### src/rtl/uart_rx_mv_if.sv
// uart_rx_mv_if: word handshake and status bundle between the UART receiver
// (master) and its consumer, the packet parser (slave).
interface uart_rx_mv_if #(
    parameter int DATA_BITS = 8
);
    logic [DATA_BITS-1:0] rx_data;
    logic                 rx_valid;
    logic                 rx_ready;
    logic                 rx_busy;
    logic                 frame_err;
    logic                 parity_err;
    logic                 overrun_err;

    modport master (
        output rx_data, rx_valid, rx_busy, frame_err, parity_err, overrun_err,
        input  rx_ready
    );

    modport slave (
        input  rx_data, rx_valid, rx_busy, frame_err, parity_err, overrun_err,
        output rx_ready
    );
endinterface

### src/rtl/uart_rx_mv.sv
// uart_rx_mv: parametrised UART receiver with 3-sample majority voting,
// false-start rejection, framing/parity/overrun reporting and a valid/ready
// output register. Optional parity bit is compiled in with UART_RX_PARITY_EN.
module uart_rx_mv #(
    parameter int CLK_FREQ   = 50000000,
    parameter int UART_BPS   = 115200,
    parameter int DATA_BITS  = 8,
    parameter int STOP_BITS  = 1,
    parameter bit PARITY_ODD = 1'b0
) (
    input  logic         sys_clk,
    input  logic         sys_rst,
    input  logic         uart_rxd,
    uart_rx_mv_if.master rx
);
    localparam int BAUD_CNT_MAX = CLK_FREQ / UART_BPS;
    localparam int MID          = BAUD_CNT_MAX / 2;
    localparam int CW           = $clog2(BAUD_CNT_MAX + 1);

    localparam logic [CW-1:0] CNT_LAST = CW'(BAUD_CNT_MAX - 1);
    localparam logic [CW-1:0] CNT_S0   = CW'(MID - 1);
    localparam logic [CW-1:0] CNT_S1   = CW'(MID);
    localparam logic [CW-1:0] CNT_VOTE = CW'(MID + 1);
    localparam logic [3:0]    BIT_LAST  = 4'(DATA_BITS - 1);
    localparam logic [1:0]    STOP_LAST = 2'(STOP_BITS - 1);

`ifdef UART_RX_PARITY_EN
    typedef enum logic [2:0] {IDLE, START, DATA, PARITY, STOP, WAIT_IDLE} state_t;
`else
    typedef enum logic [2:0] {IDLE, START, DATA, STOP, WAIT_IDLE} state_t;
`endif

    state_t               state;
    logic [CW-1:0]        cnt;
    logic [3:0]           bit_idx;
    logic [1:0]           stop_idx;
    logic [DATA_BITS-1:0] shift_reg;
    logic                 samp0;
    logic                 samp1;
    logic                 stop_fail;
    logic                 done_ok;
    logic                 done_ferr;
`ifdef UART_RX_PARITY_EN
    logic                 par_bad;
    logic                 done_perr;
`endif

    logic rxd_meta;
    logic rxd_sync;
    logic rxd_d1;
    logic settle;
    logic armed;

    logic start_edge;
    logic vote;
    logic at_s0;
    logic at_s1;
    logic at_vote;
    logic at_last;

    // Synchronise the line and arm edge detection only once it has been seen high after reset
    always_ff @(posedge sys_clk) begin
        if (sys_rst) begin
            rxd_meta <= 1'b1;
            rxd_sync <= 1'b1;
            rxd_d1   <= 1'b1;
            settle   <= 1'b0;
            armed    <= 1'b0;
        end else begin
            rxd_meta <= uart_rxd;
            rxd_sync <= rxd_meta;
            rxd_d1   <= rxd_sync;
            settle   <= 1'b1;
            if (settle && rxd_meta) begin
                armed <= 1'b1;
            end
        end
    end

    assign start_edge = armed & rxd_d1 & ~rxd_sync;
    assign at_s0      = (cnt == CNT_S0);
    assign at_s1      = (cnt == CNT_S1);
    assign at_vote    = (cnt == CNT_VOTE);
    assign at_last    = (cnt == CNT_LAST);
    assign vote       = (samp0 & samp1) | (samp0 & rxd_sync) | (samp1 & rxd_sync);

    // Frame FSM: baud timing, majority sampling, shifting and end-of-frame verdict
    always_ff @(posedge sys_clk) begin
        if (sys_rst) begin
            state     <= IDLE;
            cnt       <= '0;
            bit_idx   <= '0;
            stop_idx  <= '0;
            shift_reg <= '0;
            samp0     <= 1'b1;
            samp1     <= 1'b1;
            stop_fail <= 1'b0;
            done_ok   <= 1'b0;
            done_ferr <= 1'b0;
`ifdef UART_RX_PARITY_EN
            par_bad   <= 1'b0;
            done_perr <= 1'b0;
`endif
        end else begin
            done_ok   <= 1'b0;
            done_ferr <= 1'b0;
`ifdef UART_RX_PARITY_EN
            done_perr <= 1'b0;
`endif
            if (state != IDLE && state != WAIT_IDLE) begin
                cnt <= at_last ? '0 : cnt + 1'b1;
                if (at_s0) samp0 <= rxd_sync;
                if (at_s1) samp1 <= rxd_sync;
            end
            case (state)
                IDLE: begin
                    cnt       <= '0;
                    bit_idx   <= '0;
                    stop_idx  <= '0;
                    stop_fail <= 1'b0;
`ifdef UART_RX_PARITY_EN
                    par_bad   <= 1'b0;
`endif
                    if (start_edge) state <= START;
                end
                START: begin
                    if (at_vote && vote) state <= IDLE;
                    else if (at_last)    state <= DATA;
                end
                DATA: begin
                    if (at_vote) shift_reg <= {vote, shift_reg[DATA_BITS-1:1]};
                    if (at_last) begin
                        if (bit_idx == BIT_LAST) begin
                            bit_idx <= '0;
`ifdef UART_RX_PARITY_EN
                            state   <= PARITY;
`else
                            state   <= STOP;
`endif
                        end else begin
                            bit_idx <= bit_idx + 1'b1;
                        end
                    end
                end
`ifdef UART_RX_PARITY_EN
                PARITY: begin
                    if (at_vote) par_bad <= vote ^ (^shift_reg) ^ PARITY_ODD;
                    if (at_last) state <= STOP;
                end
`endif
                STOP: begin
                    if (at_vote) begin
                        if (stop_idx == STOP_LAST) begin
                            if (!vote || stop_fail) begin
                                done_ferr <= 1'b1;
                                state     <= (shift_reg == '0) ? WAIT_IDLE : IDLE;
                            end
`ifdef UART_RX_PARITY_EN
                            else if (par_bad) begin
                                done_perr <= 1'b1;
                                state     <= IDLE;
                            end
`endif
                            else begin
                                done_ok <= 1'b1;
                                state   <= IDLE;
                            end
                        end else if (!vote) begin
                            stop_fail <= 1'b1;
                        end
                    end
                    if (at_last) stop_idx <= stop_idx + 1'b1;
                end
                WAIT_IDLE: begin
                    if (!rxd_sync)    cnt   <= '0;
                    else if (at_last) state <= IDLE;
                    else              cnt   <= cnt + 1'b1;
                end
                default: state <= IDLE;
            endcase
        end
    end

    // Output register: deliver the word, run the valid/ready handshake, pulse errors
    always_ff @(posedge sys_clk) begin
        if (sys_rst) begin
            rx.rx_data     <= '0;
            rx.rx_valid    <= 1'b0;
            rx.frame_err   <= 1'b0;
            rx.parity_err  <= 1'b0;
            rx.overrun_err <= 1'b0;
        end else begin
            rx.frame_err   <= done_ferr;
`ifdef UART_RX_PARITY_EN
            rx.parity_err  <= done_perr;
`else
            rx.parity_err  <= PARITY_ODD & 1'b0;
`endif
            rx.overrun_err <= 1'b0;
            if (rx.rx_valid && rx.rx_ready) rx.rx_valid <= 1'b0;
            if (done_ok) begin
                if (!rx.rx_valid || rx.rx_ready) begin
                    rx.rx_data  <= shift_reg;
                    rx.rx_valid <= 1'b1;
                end else begin
                    rx.overrun_err <= 1'b1;
                end
            end
        end
    end

    assign rx.rx_busy = (state != IDLE);
endmodule

### src/flat_wrapper.sv
// flat-port wrapper written by rule: the top's interface ports become plain ports
module uart_rx_mv_flat 
#(
    parameter int CLK_FREQ   = 50000000,
    parameter int UART_BPS   = 115200,
    parameter int DATA_BITS  = 8,
    parameter int STOP_BITS  = 1,
    parameter bit PARITY_ODD = 1'b0
)
  (sys_clk, sys_rst, uart_rxd, rx_rx_data, rx_rx_valid, rx_rx_busy, rx_frame_err, rx_parity_err, rx_overrun_err, rx_rx_ready);
  uart_rx_mv_if #(.DATA_BITS(DATA_BITS)) rx_i ();
  input  logic sys_clk;
  input  logic sys_rst;
  input  logic uart_rxd;
  output wire logic [$bits(rx_i.rx_data)-1:0] rx_rx_data;
  output wire logic [$bits(rx_i.rx_valid)-1:0] rx_rx_valid;
  output wire logic [$bits(rx_i.rx_busy)-1:0] rx_rx_busy;
  output wire logic [$bits(rx_i.frame_err)-1:0] rx_frame_err;
  output wire logic [$bits(rx_i.parity_err)-1:0] rx_parity_err;
  output wire logic [$bits(rx_i.overrun_err)-1:0] rx_overrun_err;
  input wire logic [$bits(rx_i.rx_ready)-1:0] rx_rx_ready;
  assign rx_rx_data = rx_i.rx_data;
  assign rx_rx_valid = rx_i.rx_valid;
  assign rx_rx_busy = rx_i.rx_busy;
  assign rx_frame_err = rx_i.frame_err;
  assign rx_parity_err = rx_i.parity_err;
  assign rx_overrun_err = rx_i.overrun_err;
  assign rx_i.rx_ready = rx_rx_ready;
  uart_rx_mv #(.CLK_FREQ(CLK_FREQ), .UART_BPS(UART_BPS), .DATA_BITS(DATA_BITS), .STOP_BITS(STOP_BITS), .PARITY_ODD(PARITY_ODD)) u_core (.sys_clk(sys_clk), .sys_rst(sys_rst), .uart_rxd(uart_rxd), .rx(rx_i));
endmodule
### config.mk
export PLATFORM = sky130hd
export DESIGN_NAME = uart_rx_mv_flat
export DESIGN_NICKNAME = d
export VERILOG_FILES = /design/src/rtl/uart_rx_mv_if.sv /design/src/rtl/uart_rx_mv.sv /design/src/flat_wrapper.sv
export SDC_FILE = /design/constraint.sdc
export NUM_CORES = 1
export LEC_CHECK = 0
export BUFFER_PORTS_ARGS = -buffer_cell sky130_fd_sc_hd__buf_2
export CORE_AREA = 5 5 53 91
export CTS_BUF_LIST = sky130_fd_sc_hd__clkbuf_8 sky130_fd_sc_hd__clkbuf_16
export DETAILED_ROUTE_END_ITERATION = 7
export DIE_AREA = 0 0 58 96
export PLACE_DENSITY = 0.77
export REMOVE_ABC_BUFFERS = 1
export SLEW_MARGIN = 10
export SYNTH_ARGS = -nofsm -noshare
export SYNTH_HDL_FRONTEND = slang
export SYNTH_SLANG_ARGS = --single-unit
### constraint.sdc
create_clock -name sys_clk -period 2.19 [get_ports sys_clk]
set_input_delay 0.219 -clock sys_clk [delete_from_list [all_inputs] [get_ports sys_clk]]
set_output_delay 0.219 -clock sys_clk [all_outputs]
set_load 0.02 [all_outputs]
==> out/results.ini <==
[setup_path]
critPathMaxFanout = 6
worst_ep_arrival_time_ps = 2070
r2r_slack_ps = 310
crit_required_ps = 2380
critPathKind = reg2reg
reg2regPathDepth = 5
cp_top_family = compound AO/OA/AOI/OAI gates
cp-endpoint = u_core.bit_idx[3]
worst_setup_path_end_kind = register
cpPeakStageDelay_ps = 420
worst-path-stages = 5
start_kind = register
reg2reg_from = u_core.cnt[0]
cp_slowest_cell = dfxtp_1
cp.buffers_inverters = 0
crit_start = u_core.cnt[0]
reg2reg_to = u_core.bit_idx[3]
path_cells = ha_1 -> nor4bb_1 -> a21oi_1 -> a311o_1 -> a31o_2

[cells_and_area]
area_growth_pct = 7.91
layout_commonest_cell = dfxtp_1
drive_gt1_frac = 0.149
nFillCells = 388
final_cell_mix = 47 x dfxtp_1, 25 x nor2_1, 18 x mux2i_1, 15 x buf_2, 14 x a21oi_1
stdcell_area_um2 = 2320
fin_nets = 259
area.sequential_um2 = 941
n_antenna_cell = 0
largest_reg_flops = 9
multiInputGateArea_um2 = 1090

[yosys]
syn_avg_cell_area_um2 = 9.12
synth_edf_count = 0
ys_warn_count = 0
synth-seq-cells = 47
synthDistinctLibCells = 55
yosysSeqAreaShare = 0.437
synth_ff_type = dfxtp_1
synthArstFlopShare = 0
synth_cells = 236
syn-cell-area_um2 = 2150

[routing]
dr.pass1.iters = 4
dr_wl_met2_mm = 2.49
vias = 1727
top_layer = met4
drtAntennaViolNets = 0
wl_met1_mm = 1.53
wl_mm = 4.32
wl_per_cell_um = 14.5
vias_per_cell = 5.81
dr.first_iter.drc_count = 29
wl_met3_um = 128
drc = 0

[timing]
setup_ws_ps = 312
final.period_utilization = 0.858
tightest_slew_ps = 557
rsz0062_at_grt = false
drv_slew = 0
fin_crit_ps = 1880
setup_violations = 0
max_freq_mhz = 532
hold_viol = 0
finalClockSkew_ps = 7.42
slew-limit-headroom = 0.629

[die]
rows = 31
core_area_um2 = 4030
die_area_um2 = 5570
io_pins = 17
initial_core_util = 0.533
dieWidth_um = 58
dieHeight_um = 96

[cts]
cts-hold-fix-buffers = 0
cts_setup_buffers = 0
cts_sinks = 47
cts_max_level = 2
insertion_delay_ps = 300
cts_inserted_buffers = 5
clk_pin_slew_ps = 80
clock_path_buffers = 2
postCtsResizedCells = 0
clockRootBuffer = clkbuf_8
cts_tree = yes

[grt]
antenna_found_initial = 0
first_global_vias = 1684
grt_usage = 0.170
grt_pass1_wl_mm = 7.28
overflow = 0
grt_max_degree = 27

[power_and_ir_drop]
cellPowerDensity_nw_per_um2 = 588
ir_drop_uv = 645
p_total_mw = 1.36
leakage_nw = 0.918

[placement]
routabilityCongestion = 0.824
postPlaceCellArea_um2 = 2250
portBuffers = 15
dpl.hpwl_mm = 3.33
pre_cts_ws_ps = 330

[run_status]
status = finished, final reports clean

[flow_run]
maxCapViolCount = 0

[hold_path]
min-delay-path-class = in2reg

## through the flow
| stage | util | hold slack (ps) | cells | setup TNS (ps) |
|---|---|---|---|---|
| 5_1_grt | 0.576 | 109 | 297 | 0 |
| 4_1_cts | 0.576 | 97.6 | 297 | 0 |
| 2_1_floorplan | - | 288 | 223 | -11.3 |
| 3_5_place_dp | 0.557 | 406 | 291 | 0 |
| 6_report | 0.576 | 101 | 297 | 0 |
| 3_3_place_gp | 0.557 | 405 | 291 | 0 |
## cell usage after synthesis (3+ instances only)
library cell | n | area, µm²
nand2_1 | 12 | 45.0
nor4_1 | 4 | 25.0
ha_1 | 6 | 75.1
a211oi_1 | 3 | 22.5
a31oi_1 | 4 | 25.0
nand3_1 | 11 | 55.1
buf_2 | 4 | 20.0
o31ai_1 | 4 | 30.0
nor3_1 | 6 | 30.0
clkbuf_1 | 6 | 22.5
nand3b_1 | 3 | 22.5
o21ai_0 | 5 | 25.0
inv_1 | 12 | 45.0
or2_2 | 4 | 25.0
mux2i_1 | 18 | 180
xnor2_1 | 4 | 35.0
nand4_1 | 3 | 18.8
nor2_1 | 25 | 93.8
dfxtp_1 | 47 | 941
a21oi_1 | 14 | 70.1
## routing by layer
metal / track usage / vias to the layer above
li1: - / 857
met1: 0.154 / 816
met2: 0.330 / 36
met3: 0.0295 / 18
met4: 0.112 / 0
met5: 0 / -
## kinds of logic (layout without fill, tap and decap cells)
group                      Yosys count  after routing  synth area share
muxes                               19             19            0.0890
and+or+nand+nor                     92             92             0.241
DFF                                 47             47             0.437
adders and majority gates            7              7            0.0395
AOI/OAI and AO/OA                   39             39             0.115
buffers and inverters               26             38            0.0564
other                                1              1           0.00174
xor gates and xnor gates             5              5            0.0203
## area by class of cell
class                           instances  share of cell area
Tap cell                               49              0.0264
Timing Repair Buffer                   19              0.0453
Multi-Input combinational cell        163               0.469
Clock inverter                          1             0.00323
Clock buffer                            5              0.0296
Inverter                               13              0.0210
Sequential cell                        47               0.405
## where the power goes
group	total [mW]	leakage [nW]	switching, mW	internal (mW)
combinational	0.0242	0.502	0.0178	0.00638
clock	0.479	0.0361	0.267	0.212
sequential	0.861	0.380	0.00318	0.858
## worst min path at each step
stage / start / endpoint / slack [ps] / cells past startpoint
2_1_floorplan: sys_rst / u_core.bit_idx[0] / 290 / 1
3_3_place_gp: uart_rxd / u_core.rxd_meta / 400 / 2
3_5_place_dp: uart_rxd / u_core.rxd_meta / 410 / 2
4_1_cts: uart_rxd / u_core.rxd_meta / 100 / 2
5_1_grt: uart_rxd / u_core.rxd_meta / 110 / 2
6_report: uart_rxd / u_core.rxd_meta / 100 / 2
No activity file was read; power rests on OpenSTA's default activity.
